File: src/rtl/hazard_stall_ctrl.sv
// Load-use hazard detector and stall sequencer between decode and the ID/EX register.
// Holds PC and IF/ID and bubbles the control bundle for STALL_CYCLES cycles per hazard.
module hazard_stall_ctrl #(
  parameter int REG_AW       = 5,
  parameter int CTRL_W       = 11,
  parameter int STALL_CYCLES = 1,
  parameter int ZERO_REG_EN  = 1,
  parameter int CNT_W        = 16
) (
  input  logic              clk,
  input  logic              arst,
  input  logic              id_ex_memread_i,
  input  logic [REG_AW-1:0] id_ex_rd_i,
  input  logic [REG_AW-1:0] if_id_rs1_i,
  input  logic [REG_AW-1:0] if_id_rs2_i,
  input  logic              rs1_used_i,
  input  logic              rs2_used_i,
  input  logic [CTRL_W-1:0] ctrl_i,
  input  logic              flush_i,
  input  logic              clr_cnt_i,
  output logic [CTRL_W-1:0] ctrl_o,
  output logic              hold_pc_o,
  output logic              hold_if_id_o,
  output logic              bubble_o,
  output logic              stall_busy_o,
  output logic [CNT_W-1:0]  stall_cnt_o
);

  // The detect cycle itself is the first stall cycle, so the counter reloads with one less.
  localparam logic [3:0] RELOAD = 4'(STALL_CYCLES - 1);

  function automatic logic [CNT_W-1:0] sat_inc(input logic [CNT_W-1:0] v);
    return (&v) ? v : v + CNT_W'(1);
  endfunction

  logic [3:0]       cnt;
  logic [CNT_W-1:0] perf_cnt;
  logic             hit1;
  logic             hit2;
  logic             rd_zero;
  logic             detect;
  logic             busy;
  logic             stall;
  logic             bubble;

  assign hit1    = rs1_used_i && (id_ex_rd_i == if_id_rs1_i);
  assign hit2    = rs2_used_i && (id_ex_rd_i == if_id_rs2_i);
  assign rd_zero = (ZERO_REG_EN != 0) && (id_ex_rd_i == '0);
  assign detect  = id_ex_memread_i && (hit1 || hit2) && !rd_zero;
  assign busy    = (cnt != 4'd0);

  // Flush overrides the stall: younger work is squashed but the PC must load the target.
  assign stall  = (detect || busy) && !flush_i;
  assign bubble = stall || flush_i;

  assign hold_pc_o    = stall;
  assign hold_if_id_o = stall;
  assign bubble_o     = bubble;
  assign ctrl_o       = bubble ? '0 : ctrl_i;
  assign stall_busy_o = busy;
  assign stall_cnt_o  = perf_cnt;

  always_ff @(posedge clk or posedge arst) begin
    if (arst) begin
      cnt      <= 4'd0;
      perf_cnt <= '0;
    end else begin
      if (flush_i) begin
        cnt <= 4'd0;
      end else if (busy) begin
        cnt <= cnt - 4'd1;
      end else if (detect) begin
        cnt <= RELOAD;
      end

      if (clr_cnt_i) begin
        perf_cnt <= '0;
      end else if (stall) begin
        perf_cnt <= sat_inc(perf_cnt);
      end
    end
  end

endmodule

File: config.mk
export PLATFORM = sky130hd
export DESIGN_NAME = hazard_stall_ctrl
export DESIGN_NICKNAME = d
export VERILOG_FILES = /design/src/rtl/hazard_stall_ctrl.sv
export SDC_FILE = /design/constraint.sdc
export NUM_CORES = 1
export LEC_CHECK = 0
export ABC_AREA = 1
export BUFFER_PORTS_ARGS = -buffer_cell sky130_fd_sc_hd__buf_2
export CAP_MARGIN = 25
export CORE_MARGIN = 5
export CORE_UTILIZATION = 50
export CTS_BUF_LIST = sky130_fd_sc_hd__clkbuf_8
export CTS_CLUSTER_DIAMETER = 100
export CTS_CLUSTER_SIZE = 30
export DETAILED_ROUTE_END_ITERATION = 8
export MAX_ROUTING_LAYER = met4
export PLACE_DENSITY = 0.91
export SYNTH_ARGS = -nofsm -noshare
export SYNTH_HDL_FRONTEND = slang
export SYNTH_SLANG_ARGS = --single-unit
File: constraint.sdc
create_clock -name clk -period 2.03 [get_ports clk]
set_input_delay 0.203 -clock clk [delete_from_list [all_inputs] [get_ports clk]]
set_output_delay 0.203 -clock clk [all_outputs]
set_load 0.01 [all_outputs]
==> results of run 1 <==
[power by group]
group / leakage [nW] / internal [W] / switching [W]
registers: 0.273 / 0.000448 / 0.0000415
logic: 0.973 / 0.000251 / 0.000378
clock network: 0.0288 / 0.000173 / 0.000134
[logic make-up after synthesis]
kind of cell / Yosys count / synth area share, %
AOI/OAI and AO/OA: 8 / 2.745
xor gates and xnor gates: 10 / 5.491
adders and majority gates: 3 / 2.353
buffers and inverters: 50 / 12.94
DFF: 20 / 31.37
and+or+nand+nor: 157 / 45.10
[state kept, by name, indices dropped and copies added, names as in the netlist]
signal       flops
stall_cnt_o     16
cnt              4
[repair_timing]
item | 4_1_cts | 5_1_grt
hold endpoints to repair | 0 | 0
endpoints found under the setup margin | 0 | 28
setup buffers | 0 | 1
gates resized for setup | 0 | 5
[cells in the final DEF, fill, tap and decap left out, drive strengths merged, types with 3 or more instances in the layout]
cell and instances:
o21ai 4, xnor2 3, inv 42, dfrtp 20, clkbuf 4, nor2 43
xor2 7, buf 68, nand3 28, ha 3, nand2 80
[stage by stage]
step | std cells | hold WS [ns]
after floorplan | 248 | 0.1668
after global placement | 352 | 0.3616
after detailed placement | 352 | 0.3768
after CTS | 356 | 0.08546
after global routing | 357 | 0.1500
final | 357 | 0.05968
[layer usage]
layer  vias to the layer above  part of all wire, %
met5                         -                    0
met4                         0                 0.68
met3                         6                  7.1
met2                        59                   51
met1                       773                   41
li1                        882                    -
[critical path: stages, from the launching register on]
cell and delay [ns]:
dfrtp_2 0.41, ha_1 0.21, nand3_2 0.12, nor3_4 0.26
nand2_4 0.11, nor2_8 0.13, nand3_4 0.08, nand3_4 0.17
buf_6 0.16, nand3_1 0.07, nand2_1 0.08
[worst paths after layout]
kind | from | endpoint | slack, ns | depth (start not counted)
hold / removal | arst | cnt[0]$_DFFE_PP0P_ | 0.06 | 2
hold reg to reg | cnt[3]$_DFFE_PP0P_ | cnt[3]$_DFFE_PP0P_ | 0.53 | 2
min in group clk | flush_i | cnt[3]$_DFFE_PP0P_ | 0.27 | 4
setup reg to reg | stall_cnt_o[0]$_DFFE_PP0P_ | stall_cnt_o[15]$_DFFE_PP0P_ | 0.15 | 10
max in group asynchronous | arst | stall_cnt_o[0]$_DFFE_PP0P_ | 1.45 | 2
setup / recovery | stall_cnt_o[0]$_DFFE_PP0P_ | stall_cnt_o[15]$_DFFE_PP0P_ | 0.15 | 10
[final cells by class]
| cell class | instances | area share (%) |
|---|---|---|
| inverter | 43 | 7.914 |
| multi-input combinational | 178 | 44.60 |
| timing repair buffer | 68 | 17.48 |
| clock buffer | 4 | 2.699 |
| sequential | 20 | 24.60 |
| tap | 44 | 2.699 |
==> results.md, run 1 <==
- Status: completed
- Final Max Slew Viols: 0
- Final instance area: 0.002039 mm2
- Worst-margin pin slew: 0.7549 ns
- Layout area overhead: 27.84%
- Synthesis Warnings: 0
- Cells after synthesis: 248
- Total power: 0.001424 W
- Vias in the first global route: 1613
- Synth Net Count: 284
- Average instance area after synthesis: 6.433 um2
- Post-synth top area share: 31.37%
- Root Buffer: clkbuf_8
- Worst Slack Setup Final: 0.1544 ns
- Hold_buf cts: 0
- Worst min path class: in -> async
- Register Area: 501.7 um2
- Skew final: 0.005941 ns
- Grt peak-use layer: met2
- # DRC: 0
- Global Route Usage Sum: 19.61%
- Total negative slack: 0 ns
- Post-DRT Antenna Nets: 0
- Mapped Area: 0.001595 mm2
- Post-synth top flop: dfrtp_1
- Area contributors post-synth: dfrtp_1 31%, nand2_1 18%, inv_1 9.9%
- Async set-reset flop share out of synthesis: 100.0%
- Post-synthesis cell type count: 26
- Final setup viols: 0
- Bufs on Longest Clock Path: 2
- Core area: 0.003053 mm2
- Initial drt markers: 108
- Num CTS Buffers: 3
- Initial antenna violation count: 0
- Vias per cell: 4.818
- Pwr dens: 698.3 mW/mm2
- Fin. Hold Viols: 0
- Clock latency on the worst-skew pair: 0.26 ns
- CTS tree: built
- Dpl cell area: 0.001951 mm2
- Startpoint Class: register
- Largest net degree at the start of global routing: 21
- Clock sink total: 20
- Yosys reg bits: 20
- LEAKAGE: 1.274 nW
- Number of H-tree levels: 1
- Synth area leader: dfrtp_1
- Critical Path End Type: register
- Die H: 66.49 um
- First-pass GRT wire length: 6706 um
- Max cap viols: 0
- CP max FO: 9
- Multi-input logic area: 909.6 um2
- Final WL: 3827 um
- Dpl ws: 0.1567 ns
- Max VDD drop: 0.0005688 V
- First-pass DRT Iterations: 4
- Row Count: 20
- CP Data Arrival Time: 2.07 ns
- RSZ-0062 raised after global routing: false
- Count leader, synth: nand2_1
- Ant. Diodes: 0
- Routed vias: 1720
- Starting density of the core: 52.25%
- Die Area: 0.004420 mm2
- DP Wirelength: 2997 um
- Die Wd: 66.49 um
- IO Count: 64
- M3 GR Usage: 4.047%
- Final design utilization: 66.80%
- Filler cells: 263
- CP Class: reg -> reg
- Share of cells above drive strength 1: 26.52%
- Final min period: 1.876 ns
- Clock transition at the registers of the reported paths: 0.08 ns
- Sequential share of the synthesized area: 31.37%
- Final Wtd Congestion: 0.8670
- PortBufs: 63
- Avg WL per Cell: 10.72 um
- Synth cell count leaders: 78 x nand2_1, 42 x inv_1, 41 x nor2_1, 25 x nand3_1, 20 x dfrtp_1
- Number of synthesized flops with an enable pin: 0
- Highest clock rate: 0.5332 GHz
- Final global-route overflow total: 0
- GR Layer Usage met2: 34.94%
- Rel. slew slack: 49.62%
- Final period util: 92.40%
- Net count reported at finish: 350
- Grt met1 use: 23.31%
- CP required: 2.22 ns
Note: power is estimated with default switching activity, not from simulation.
==> run 2, diff against run 1 <==
--- a/config.mk
+++ b/config.mk
@@ -8,4 +8,5 @@
 export ABC_AREA = 1
-export BUFFER_PORTS_ARGS = -buffer_cell sky130_fd_sc_hd__buf_2
+export BUFFER_PORTS_ARGS = -buffer_cell sky130_fd_sc_hd__buf_4
 export CAP_MARGIN = 25
+export CORE_ASPECT_RATIO = 0.7
 export CORE_MARGIN = 5
==> constraint.sdc (replaced) <==
create_clock -name clk -period 2.03 [get_ports clk]
set_input_delay 0.3045 -clock clk [delete_from_list [all_inputs] [get_ports clk]]
set_output_delay 0.3045 -clock clk [all_outputs]
set_load 0.01 [all_outputs]
==> run 2 against run 1 <==
Against the previous run: clock skew decreased by 0.00087 ns; first-iteration DRC count down 13%; combinational power is 18% higher; via count up 2.3%; power rose by 9.1%; highest routed layer unchanged; cell count down 1.4%; global-route usage up 1.6 points; critical path depth stayed put.
==> results.md, run 2 (same netlist as run 1, synthesis figures left out) <==
- Layout area overhead: 36.78%
- Root Buffer: clkbuf_8
- Initial antenna violation count: 0 (unchanged)
- PortBufs: 63 (unchanged)
- Final WL: 4292 um (+12%)
- Total negative slack: 0 ns (unchanged)
- Hold_buf cts: 0 (unchanged)
- Final global-route overflow total: 0 (unchanged)
- Num CTS Buffers: 3 (unchanged)
- Core area: 0.003105 mm2 (+1.7%)
- Clock latency on the worst-skew pair: 0.27 ns (about the same)
- Skew final: 0.005074 ns (-0.0008673 ns)
- Bufs on Longest Clock Path: 2 (unchanged)
- Most common cell after layout, fill and taps aside: nand2_1
- # DRC: 0 (unchanged)
- R2R Setup Slk: 0.11 ns (-0.04 ns)
- DP Wirelength: 3294 um (+9.9%)
- Rel. slew slack: 49.53% (-0.089 points)
- Starting density of the core: 51.37% (-0.88 points)
- Startpoint Class: register
- Max cap viols: 0 (unchanged)
- Clock transition at the registers of the reported paths: 0.08 ns (about the same)
- Die Wd: 77.51 um (+17%)
- Initial drt markers: 94 (-13%)
- First-pass DRT Iterations: 4 (unchanged)
- Critical Path End Type: register
- First-pass GRT wire length: 7383 um (+10%)
- CP Data Arrival Time: 2.07 ns (about the same)
- Final min period: 1.920 ns (+0.04432 ns)
- CP required: 2.18 ns (-0.04 ns)
- Row Count: 17 (-15%)
- CTS tree: built
- Vias per cell: 4.997 (+3.7%)
- CP max FO: 16 (+7)
- IO Count: 64 (unchanged)
- CP Class: reg -> reg
- Final Wtd Congestion: 0.8964 (+3.4%)
- Net count reported at finish: 351 (+0.29%)
- Die Area: 0.004438 mm2 (+0.41%)
- Worst min path class: in -> async
- Final period util: 94.58% (+2.2 points)
- Final Max Slew Viols: 0 (unchanged)
- Post-DRT Antenna Nets: 0 (unchanged)
- Vias in the first global route: 1706 (+5.8%)
- Pwr dens: 712.0 mW/mm2 (+2.0%)
- Fin. Hold Viols: 0 (unchanged)
- Max VDD drop: 0.0004407 V (-23%)
- Highest clock rate: 0.5208 GHz (-2.3%)
- Largest net degree at the start of global routing: 21 (unchanged)
- Global Route Usage Sum: 21.17% (+1.6 points)
- Status: completed
- Share of cells above drive strength 1: 27.71% (+1.2 points)
- Most frequent cells in the layout: 78 x nand2_1, 69 x buf_4, 40 x inv_1, 40 x nor2_1, 25 x nand3_1
- Routed vias: 1759 (+2.3%)
- Clock sink total: 20 (unchanged)
- Max reg flops: 16 (unchanged)
- Final setup viols: 0 (unchanged)
- Worst-margin pin slew: 0.7562 ns (+0.001331 ns)
- Fin Hold WS: 0.1691 ns (+0.1094 ns)
- RSZ-0062 raised after global routing: true
- Ant. Diodes: 0 (unchanged)
- Number of H-tree levels: 1 (unchanged)
- Avg WL per Cell: 12.19 um (+14%)
- Die H: 57.26 um (-14%)
- LEAKAGE: 1.305 nW (+2.4%)
[run 2: changes by cell type in the layout (fill, tap and decap cells not counted)]
| cell | change |
|---|---|
| buf_4 | +65 |
| buf_2 | -63 |
| inv_1 | -2 |
| inv_2 | +2 |
| buf_6 | -1 |
| ha_1 | -1 |
| ha_2 | +1 |
| nand2_4 | +1 |
| nand2_8 | -1 |
| nand3_1 | +1 |
| nand3_4 | -1 |
| nor2_1 | -1 |
| nor2_4 | +1 |
[run 2: where the power goes]
| part | leakage, nW | internal (W) | switching [W] |
|---|---|---|---|
| Clock | 0.0288 | 0.000173 | 0.000143 |
| Sequential | 0.273 | 0.000448 | 0.0000477 |
| Combinational | 1.00 | 0.000337 | 0.000405 |
| Total | 1.30 | 0.000958 | 0.000596 |
[run 2: per-layer routing]
| metal | up-vias | global-route usage (%) | share of wire, % | wire length [um] |
|---|---|---|---|---|
| met2 | 76 | 35.85 | 49 | 2102 |
| met4 | 0 | 5.392 | 0.79 | 34 |
| li1 | 880 | - | - | - |
| met1 | 799 | 25.46 | 42 | 1789 |
| met3 | 4 | 5.047 | 8.5 | 366 |
| met5 | - | - | 0 | 0 |
[run 2: final timing paths]
path | depth (start not counted) | start | endpoint
worst max-delay path | 10 | stall_cnt_o[0]$_DFFE_PP0P_ | stall_cnt_o[13]$_DFFE_PP0P_
min in group clk | 4 | flush_i | cnt[2]$_DFFE_PP0P_
worst min register to register | 2 | cnt[3]$_DFFE_PP0P_ | cnt[3]$_DFFE_PP0P_
max in group asynchronous | 2 | arst | stall_cnt_o[0]$_DFFE_PP0P_
worst min-delay path | 2 | arst | stall_cnt_o[1]$_DFFE_PP0P_
worst max register to register | 10 | stall_cnt_o[0]$_DFFE_PP0P_ | stall_cnt_o[13]$_DFFE_PP0P_
[run 2: area by class of cell]
cell class	count	area, um2
clock buffer	4	55.05
timing repair buffer	69	518.0
inverter	43	161.4
sequential	20	501.7
multi-input combinational	178	898.4
tap	38	47.55
fill	250	923.4
[run 2: worst max-delay path: stages, from the launching register on]
cell     delay, ns
dfrtp_2       0.41
ha_2          0.21
nand3_2       0.12
nor3_4        0.26
nand2_4       0.10
nor2_8        0.13
nand3_4       0.09
nand3_4       0.16
nand2_4       0.15
nand2_1       0.10
nand2_1       0.07
[run 2: repair_timing]
item	in CTS	in global routing
pin swaps	0	2
setup buffers	0	3
setup endpoints to repair	11	28
cloned	0	0
resized for setup	1	5
[run 2: through the flow]
stage / cell area (um2) / setup slack (ns) / total power [W] / instances / util, %
global placement: 2093 / 0.2198 / 0.001147 / 345 / 67.41
floorplan: 1595 / 0.2285 / 0.0009010 / 248 / -
CTS: 2151 / 0.03438 / 0.001499 / 349 / 69.26
detailed placement: 2093 / 0.1355 / 0.001178 / 345 / 67.41
global route: 2182 / -0.03781 / 0.001680 / 352 / 70.27
finish: 2182 / 0.1101 / 0.001554 / 352 / 70.27
